**src/rtl/lane_scheduler.sv**
```systemverilog
// Two-lane byte striper: accepts a serial byte stream and distributes it
// across up to two downstream lanes in strict round-robin order. A paused
// target lane stalls the input rather than redirecting the byte.

// Per-lane output register: one-cycle valid pulse, data held between writes.
module lane_stripe_reg (
  input  logic       clk_f,
  input  logic       reset_L,
  input  logic       wr,
  input  logic [7:0] din,
  output logic [7:0] dout,
  output logic       vld
);

  // Register the lane byte on write; valid pulses for exactly one cycle.
  always_ff @(posedge clk_f or negedge reset_L) begin
    if (!reset_L) begin
      dout <= 8'h00;
      vld  <= 1'b0;
    end else begin
      vld <= wr;
      if (wr) dout <= din;
    end
  end

endmodule

module lane_scheduler #(
  parameter int IDLE_TO = 4,
  parameter int CNT_W   = 8
) (
  input  logic             clk_f,
  input  logic             reset_L,
  input  logic [7:0]       data_in,
  input  logic             valid_in,
  output logic             ready_in,
  input  logic [1:0]       lane_en,
  input  logic             pause_0,
  input  logic             pause_1,
  output logic [7:0]       data_stripe_0,
  output logic [7:0]       data_stripe_1,
  output logic             valid_stripe_0,
  output logic             valid_stripe_1,
  output logic             active,
  output logic [CNT_W-1:0] byte_count
);

  localparam int         NUM_LANES = 2;
  localparam logic [0:0] IDLE      = 1'b0;
  localparam logic [0:0] STRIPE    = 1'b1;
  localparam logic [3:0] IDLE_TO_C = 4'(IDLE_TO);

  logic [0:0] state;
  logic       ptr;
  logic [1:0] cfg;
  logic [3:0] idle_cnt;
  logic       hs;
  logic       first_lane;
  logic       pair_done;

  logic [NUM_LANES-1:0]      pause_v;
  logic [NUM_LANES-1:0]      wr_v;
  logic [NUM_LANES-1:0]      vld_v;
  logic [NUM_LANES-1:0][7:0] dat_v;

  assign pause_v    = {pause_1, pause_0};
  assign ready_in   = (state == STRIPE) && !pause_v[ptr];
  assign hs         = valid_in && ready_in;
  // With only lane 1 enabled the pair "starts" on lane 1.
  assign first_lane = (cfg == 2'b10);
  assign pair_done  = (idle_cnt == IDLE_TO_C) && (ptr == first_lane);
  assign active     = (state == STRIPE);

  // State, lane pointer and latched lane config.
  always_ff @(posedge clk_f or negedge reset_L) begin
    if (!reset_L) begin
      state <= IDLE;
      ptr   <= 1'b0;
      cfg   <= 2'b00;
    end else begin
      case (state)
        IDLE: begin
          cfg <= lane_en;
          if (valid_in && (lane_en != 2'b00)) begin
            state <= STRIPE;
            ptr   <= (lane_en == 2'b10);
          end
        end
        STRIPE: begin
          if (hs && (cfg == 2'b11)) ptr <= ~ptr;
          if (pair_done) state <= IDLE;
        end
        default: state <= IDLE;
      endcase
    end
  end

  // Idle counter: any valid cycle restarts it; saturates while striping.
  always_ff @(posedge clk_f or negedge reset_L) begin
    if (!reset_L)
      idle_cnt <= 4'd0;
    else if (valid_in)
      idle_cnt <= 4'd0;
    else if ((state == STRIPE) && (idle_cnt != IDLE_TO_C))
      idle_cnt <= idle_cnt + 4'd1;
  end

  // Accepted-byte counter, wraps naturally.
  always_ff @(posedge clk_f or negedge reset_L) begin
    if (!reset_L)
      byte_count <= '0;
    else if (hs)
      byte_count <= byte_count + 1'b1;
  end

  genvar g;
  generate
    for (g = 0; g < NUM_LANES; g++) begin : g_lane
      assign wr_v[g] = hs && (int'(ptr) == g);
      lane_stripe_reg u_lane (
        .clk_f   (clk_f),
        .reset_L (reset_L),
        .wr      (wr_v[g]),
        .din     (data_in),
        .dout    (dat_v[g]),
        .vld     (vld_v[g])
      );
    end
  endgenerate

  assign data_stripe_0  = dat_v[0];
  assign data_stripe_1  = dat_v[1];
  assign valid_stripe_0 = vld_v[0];
  assign valid_stripe_1 = vld_v[1];

endmodule

```
**config.mk**
```make
export PLATFORM = sky130hd
export DESIGN_NAME = lane_scheduler
export DESIGN_NICKNAME = d
export VERILOG_FILES = /design/src/rtl/lane_scheduler.sv
export SDC_FILE = /design/constraint.sdc
export NUM_CORES = 1
export LEC_CHECK = 0
export BUFFER_PORTS_ARGS = -buffer_cell sky130_fd_sc_hd__buf_2
export CELL_PAD_IN_SITES_DETAIL_PLACEMENT = 1
export CELL_PAD_IN_SITES_GLOBAL_PLACEMENT = 2
export CORE_ASPECT_RATIO = 1.25
export CORE_MARGIN = 2
export CORE_UTILIZATION = 36
export CTS_CLUSTER_DIAMETER = 30
export DETAILED_ROUTE_END_ITERATION = 12
export HOLD_SLACK_MARGIN = 0.08
export PLACE_DENSITY = 0.84
export REMOVE_ABC_BUFFERS = 1
export SETUP_SLACK_MARGIN = 0.15
export SYNTH_ARGS = -nofsm -noshare
export SYNTH_HDL_FRONTEND = slang
export SYNTH_SLANG_ARGS = --single-unit
```
**constraint.sdc**
```tcl
create_clock -name clk_f -period 4.3 [get_ports clk_f]
set_clock_uncertainty 0.15 [all_clocks]
set_input_delay 0.215 -clock clk_f [delete_from_list [all_inputs] [get_ports clk_f]]
set_output_delay 0.215 -clock clk_f [all_outputs]
set_load 0.01 [all_outputs]
```
==> Word level (Yosys, flattened, before mapping) <==
Cells that the tools add are included.
{ "word_totals": {"ff_bits": 34, "inputBits": 15, "output_inout_bits": 28} }
{ "classes": {"addsub": 2, "n_lt_le_gt_ge": 1, "eq_ne": 8, "n_mux": 10, "n_bitwise": 3, "n_reduce_logical": 12} }
{ "ops": {"columns": ["cell", "count"], "rows": [
  ["8-bit by 1-bit adder with 8-bit output, second input constant", 1],
  ["1-bit logical AND", 8],
  ["4-bit two-way mux", 2],
  ["2-bit == test, second input constant", 3],
  ["1-bit two-way mux", 6],
  ["4-bit by 1-bit adder with 4-bit output, second input constant", 1],
  ["4-bit by 3-bit == test with 1-bit output, second input constant", 1],
  ["4-bit by 3-bit != test with 1-bit output, second input constant", 1],
  ["1-bit case mux with 2 select lines", 2],
  ["2-bit nonzero test", 2],
  ["1-bit NOT", 3],
  ["1-bit by 2-bit less-than comparator with 1-bit output, second input constant", 1],
  ["2-bit by 1-bit != test with 1-bit output, second input constant", 1],
  ["2-bit != test, second input constant", 1],
  ["2-bit AND reduction", 1],
  ["1-bit == test", 1],
  ["1-bit zero test", 1]
]} }

==> Depth between registers and ports, before layout <==
{ "depth": {"ltp_word": 8, "ltp_mapped": 5, "mapped_depth_nobuf": 5} }

==> By module <==
Synthesis repeated with hierarchy kept, for this count alone.
{ "hier_totals": {"cells_unflattened": 117, "hier_area_um2": 1597.8} }
{ "modules_own_cells": {"columns": ["mod", "instances", "cells_per_inst", "area_per_inst_um2", "seq_area_each_um2"], "rows": [
  ["lane_scheduler", 1, 81, 884.6, 400.4],
  ["lane_stripe_reg", 2, 18, 356.6, 225.2]
]} }

==> Least setup slack after synthesis <==
OpenSTA, ideal clock, no wires.
{ "synth_path": {"kind": "register -> register", "startpoint": "register ptr", "endpoint": "register ptr", "setup_ps": 125, "arrival_ps": 1252, "t_required_ps": 4025, "slack_ps": 2774, "stages_incl_launch_ff": 5, "path_buffers": 1, "synth_period_minus_slack_ps": 1526, "path_cell_list": "dfrtp_1 > buf_6 > mux2_4 > o32ai_2 > mux2_2"} }
{ "synth_between": {"elab_chain_cells": 8, "word_cells_on_any_way": 11, "cone_classes": "eq/ne: 1; mux: 4; bitwise: 1; reduce/logical: 5"} }
{ "synth_rtl": {"columns": ["item", "line", "text"], "rows": [
  ["start, declared", "54", "logic ptr;"],
  ["start signal, assigned", "86", "ptr <= (lane_en == 2'b10);"],
  ["start signal, assigned", "90", "if (hs && (cfg == 2'b11)) ptr <= ~ptr;"],
  ["1-bit two-way mux (not written as such) (2 in a row)", "67", "assign ready_in = (state == STRIPE) && !pause_v[ptr];"],
  ["1-bit zero test", "67", null],
  ["1-bit logical AND", "67", null],
  ["1-bit logical AND", "68", "assign hs = valid_in && ready_in;"],
  ["1-bit logical AND", "90", null],
  ["2-bit by 1-bit != test with 1-bit output (no source line)", null, null],
  ["2-bit AND reduction (no source line)", null, null]
]} }
Parallel ways exist; a longest one is shown, timed or not. The select of a mux whose other input is x is not followed.
A chain may end at the register's enable or synchronous reset.

==> Worst setup path in the final report <==
{ "layout_path": {"startpoint": "register state (netlist: active)", "endpoint": "output ready_in"} }
{ "layout_between": {"elab_chain_cells": 1} }
{ "layout_rtl": {"columns": ["item", "line", "text"], "rows": [
  ["start, declared", "53", "logic [0:0] state;"],
  ["start signal, assigned", "77", "state <= IDLE;"],
  ["start signal, assigned", "85", "state <= STRIPE;"],
  ["start signal, assigned", "91", "if (pair_done) state <= IDLE;"],
  ["1-bit logical AND", "67", null],
  ["end, declared", "36", "output logic ready_in,"]
]} }
Every way passes these cells.

==> impl_summary.log <==
[metrics] summed negative setup slack over all endpoints: 0 ns
[metrics] worst-case reg-to-reg path depth: 3
[metrics] core utilization of the finished layout: 48.9%
[metrics] clock transition at the registers of the reported paths: 0.06 ns
[metrics] cell depth of the worst min-delay path: 2
[metrics] transition time at the pin with the least slew margin: 0.768 ns
[metrics] amount of wire on met3 after detailed routing: 206 µm
[metrics] top routing layer in use: met4
[metrics] cells resized by post-CTS repair: 0
[metrics] DP Wirelength: 2500 µm
[metrics] aggregate global-route resource usage: 16.1%
[metrics] via count of the first global-routing pass: 1,286
[metrics] Post-Layout Cell Count: 232
[metrics] count of state elements after synthesis: 34
[metrics] total vias in the final route: 1,143
[metrics] total power after layout: 1.28 mW
[metrics] start-to-end type of the worst setup path: flop to output port
[metrics] distinct cell type count of the synthesized netlist: 38
[metrics] Synth async-reset ratio: 100%
[metrics] power density of the placed cells: 641 nW/µm²
[metrics] number of flops mapped to enable cells by yosys: 0
[metrics] count of synthesis-stage warnings from yosys: 0
[metrics] post-synthesis to final-layout area growth: 30.2%
[metrics] post-synthesis average cell area: 13.0 µm²
[metrics] worst hold path type: primary input to flop
[metrics] maximum level of the CTS H-tree: 2
[metrics] number of hold violations in the final report: 0
[metrics] Overflow after GRT: 0
[metrics] largest cells by area after synthesis: sky130_fd_sc_hd__dfrtp_1, sky130_fd_sc_hd__mux2_2, sky130_fd_sc_hd__xnor2_1, sky130_fd_sc_hd__ha_1, sky130_fd_sc_hd__nand3_1
[metrics] share of layout cells above drive strength 1: 43.8%
[metrics] required time reported for the critical path endpoint: 3.93 ns
[metrics] top cell types by occurrence after synthesis: sky130_fd_sc_hd__dfrtp_1, sky130_fd_sc_hd__mux2_2, sky130_fd_sc_hd__nand3_1
[metrics] Row Count: 26
[metrics] Iteration-0 DRC Markers: 36
[metrics] WL per Instance: 15.3 µm
[metrics] die outline height: 77.1 µm
[metrics] clock tree buffer depth: 2
[metrics] Via-to-Cell Ratio: 4.93
[metrics] number of DRC violations after detailed routing: 0
[metrics] Primary FF master, synth: sky130_fd_sc_hd__dfrtp_1
[metrics] RePlAce Congestion: 0.682
[metrics] DRT Wirelength: 3560 µm
[metrics] library cell used as clock root buffer: sky130_fd_sc_hd__clkbuf_8
[metrics] latest clock arrival within the worst-skew pair: 0.30 ns
[metrics] PortBufs: 42
[metrics] starting utilization of the core area: 37.5%
[metrics] first-pass iteration count of the detailed router: 3
[metrics] final setup violation count: 0
[metrics] hold-fix buffer count after cts: 12
[metrics] nature of the critical path startpoint: flop
[metrics] type of destination of the critical path: output port
[metrics] time the worst path needs with I/O delays and setup: 1.93 ns
[metrics] FILL cells: 467
[metrics] Gate Count Post-Synth: 118
[metrics] Max Freq: 519 MHz
[metrics] wire length of the first global-routing pass: 6000 µm
[metrics] Placed Cells incl. Taps: 212
[metrics] overall die area: 4820 µm²
[metrics] net count reported at finish: 193
[metrics] area taken by multi-input logic gates: 634 µm²
[metrics] cell area after synthesis: 1540 µm²
[metrics] count of pins on the block boundary: 43
[metrics] antenna-violating nets left: 0
[metrics] worst slew margin relative to its limit: 48.8%
[metrics] area share of the leading cell type in the synthesized netlist: 55.3%
[metrics] max-slew violation count: 0
[metrics] arrival time of data at the critical path endpoint: 1.56 ns
[metrics] total leakage power: 0.967 nW
[metrics] area leader, netlist: sky130_fd_sc_hd__dfrtp_1
[metrics] post-CTS setup buffer count: 0
[metrics] combined flip-flop and latch cell area: 851 µm²
[metrics] length of routed met2 wiring: 1890 µm
[metrics] CTS tree: yes
[metrics] status: finished, final reports clean
[metrics] Core Footprint: 4100 µm²
[metrics] number of buffers created by CTS: 5
[metrics] period utilization: 44.8%
[metrics] fraction of the yosys area taken by sequential cells: 55.3%
[metrics] largest net degree at the start of global routing: 35
[metrics] library cell with the highest instance count after synthesis: sky130_fd_sc_hd__dfrtp_1
[metrics] total number of clock tree sinks: 34
[metrics] initial antenna violation count: 0
[metrics] routed metal-1 wire length: 1410 µm
[metrics] Die Width: 62.5 µm
[metrics] critical path peak fanout: 18
[metrics] Antenna diodes: 0
[metrics] max-cap viol count: 0
[metrics] setup repair after global routing missed its margin: false
[metrics] worst-case vdd ir drop: 321 µV
-- where the power goes --
group          leakage (nW)  internal, mW  switching (mW)
combinational         0.503         0.241           0.228
sequential            0.416         0.451           0.116
clock                0.0472         0.129           0.118
-- metal layers --
layer  GRT usage [%]  up-vias
met4            6.00        0
li1                -      532
met3            5.72        4
met5               0        -
met2            28.9       35
met1            17.3      572
-- critical path, stage by stage (launching register included) --
cell and delay, ns:
sky130_fd_sc_hd__dfrtp_1 0.74, sky130_fd_sc_hd__inv_1 0.25, sky130_fd_sc_hd__nor2_1 0.15, sky130_fd_sc_hd__buf_2 0.14
-- flip-flops by register name, indices dropped and copies added, names as in the netlist --
signal and cells:
byte_count 8, g_lane.u_lane.vld 2, cfg 2, idle_cnt 4
g_lane.u_lane.dout 16, ptr 1, active 1
-- through the flow --
step / hold slack [ns] / setup WS [ns] / area [µm²]
6_report: 0.129 / 2.37 / 2000
2_1_floorplan: -0.231 / 2.62 / 1510
3_3_place_gp: 0.172 / 2.53 / 1790
3_5_place_dp: 0.183 / 2.37 / 1790
4_1_cts: 0.116 / 2.37 / 2000
5_1_grt: 0.135 / 2.25 / 2000
-- path summary, 6_finish.rpt --
check | startpoint | to | slack, ns
setup / recovery | active | ready_in | 2.37
hold / removal | valid_in | idle_cnt[1] | 0.13
setup reg to reg | active | g_lane[0].u_lane.dout[4] | 2.39
hold reg to reg | byte_count[7] | byte_count[7] | 0.32
max in group asynchronous | reset_L | g_lane[1].u_lane.dout[7] | 3.13
min in group asynchronous | reset_L | byte_count[1] | 0.39
-- cells in the final DEF, fill, tap and decap left out, drive strengths merged, types with 3 or more instances in the layout --
cell and count:
clkbuf 6, nor2 4, buf 42, inv 6, xnor2 5, dlygate4sd3 12, nand3 7, xor2 3
nand2 5, mux2 20, dfrtp 34, ha 3
-- kinds of logic after synthesis --
family	count (synthesis)	share of synthesized area, %
muxes	21	15.5
DFF	34	55.3
adders and majority gates	3	2.44
and+or+nand+nor	31	13.3
buffers and inverters	10	3.50
AOI/OAI and AO/OA	11	5.45
xor gates and xnor gates	8	4.55
-- area by class of cell --
| class | instances | share of cell area (%) |
|---|---|---|
| clock buffers | 6 | 4.12 |
| clock inverters | 2 | 0.625 |
| inverters | 6 | 1.12 |
| multi-input cells | 74 | 31.7 |
| flip-flops and latches | 34 | 42.5 |
| well taps | 56 | 3.50 |
| repair buffers | 54 | 16.5 |
Note: power is estimated with default switching activity, not from simulation.
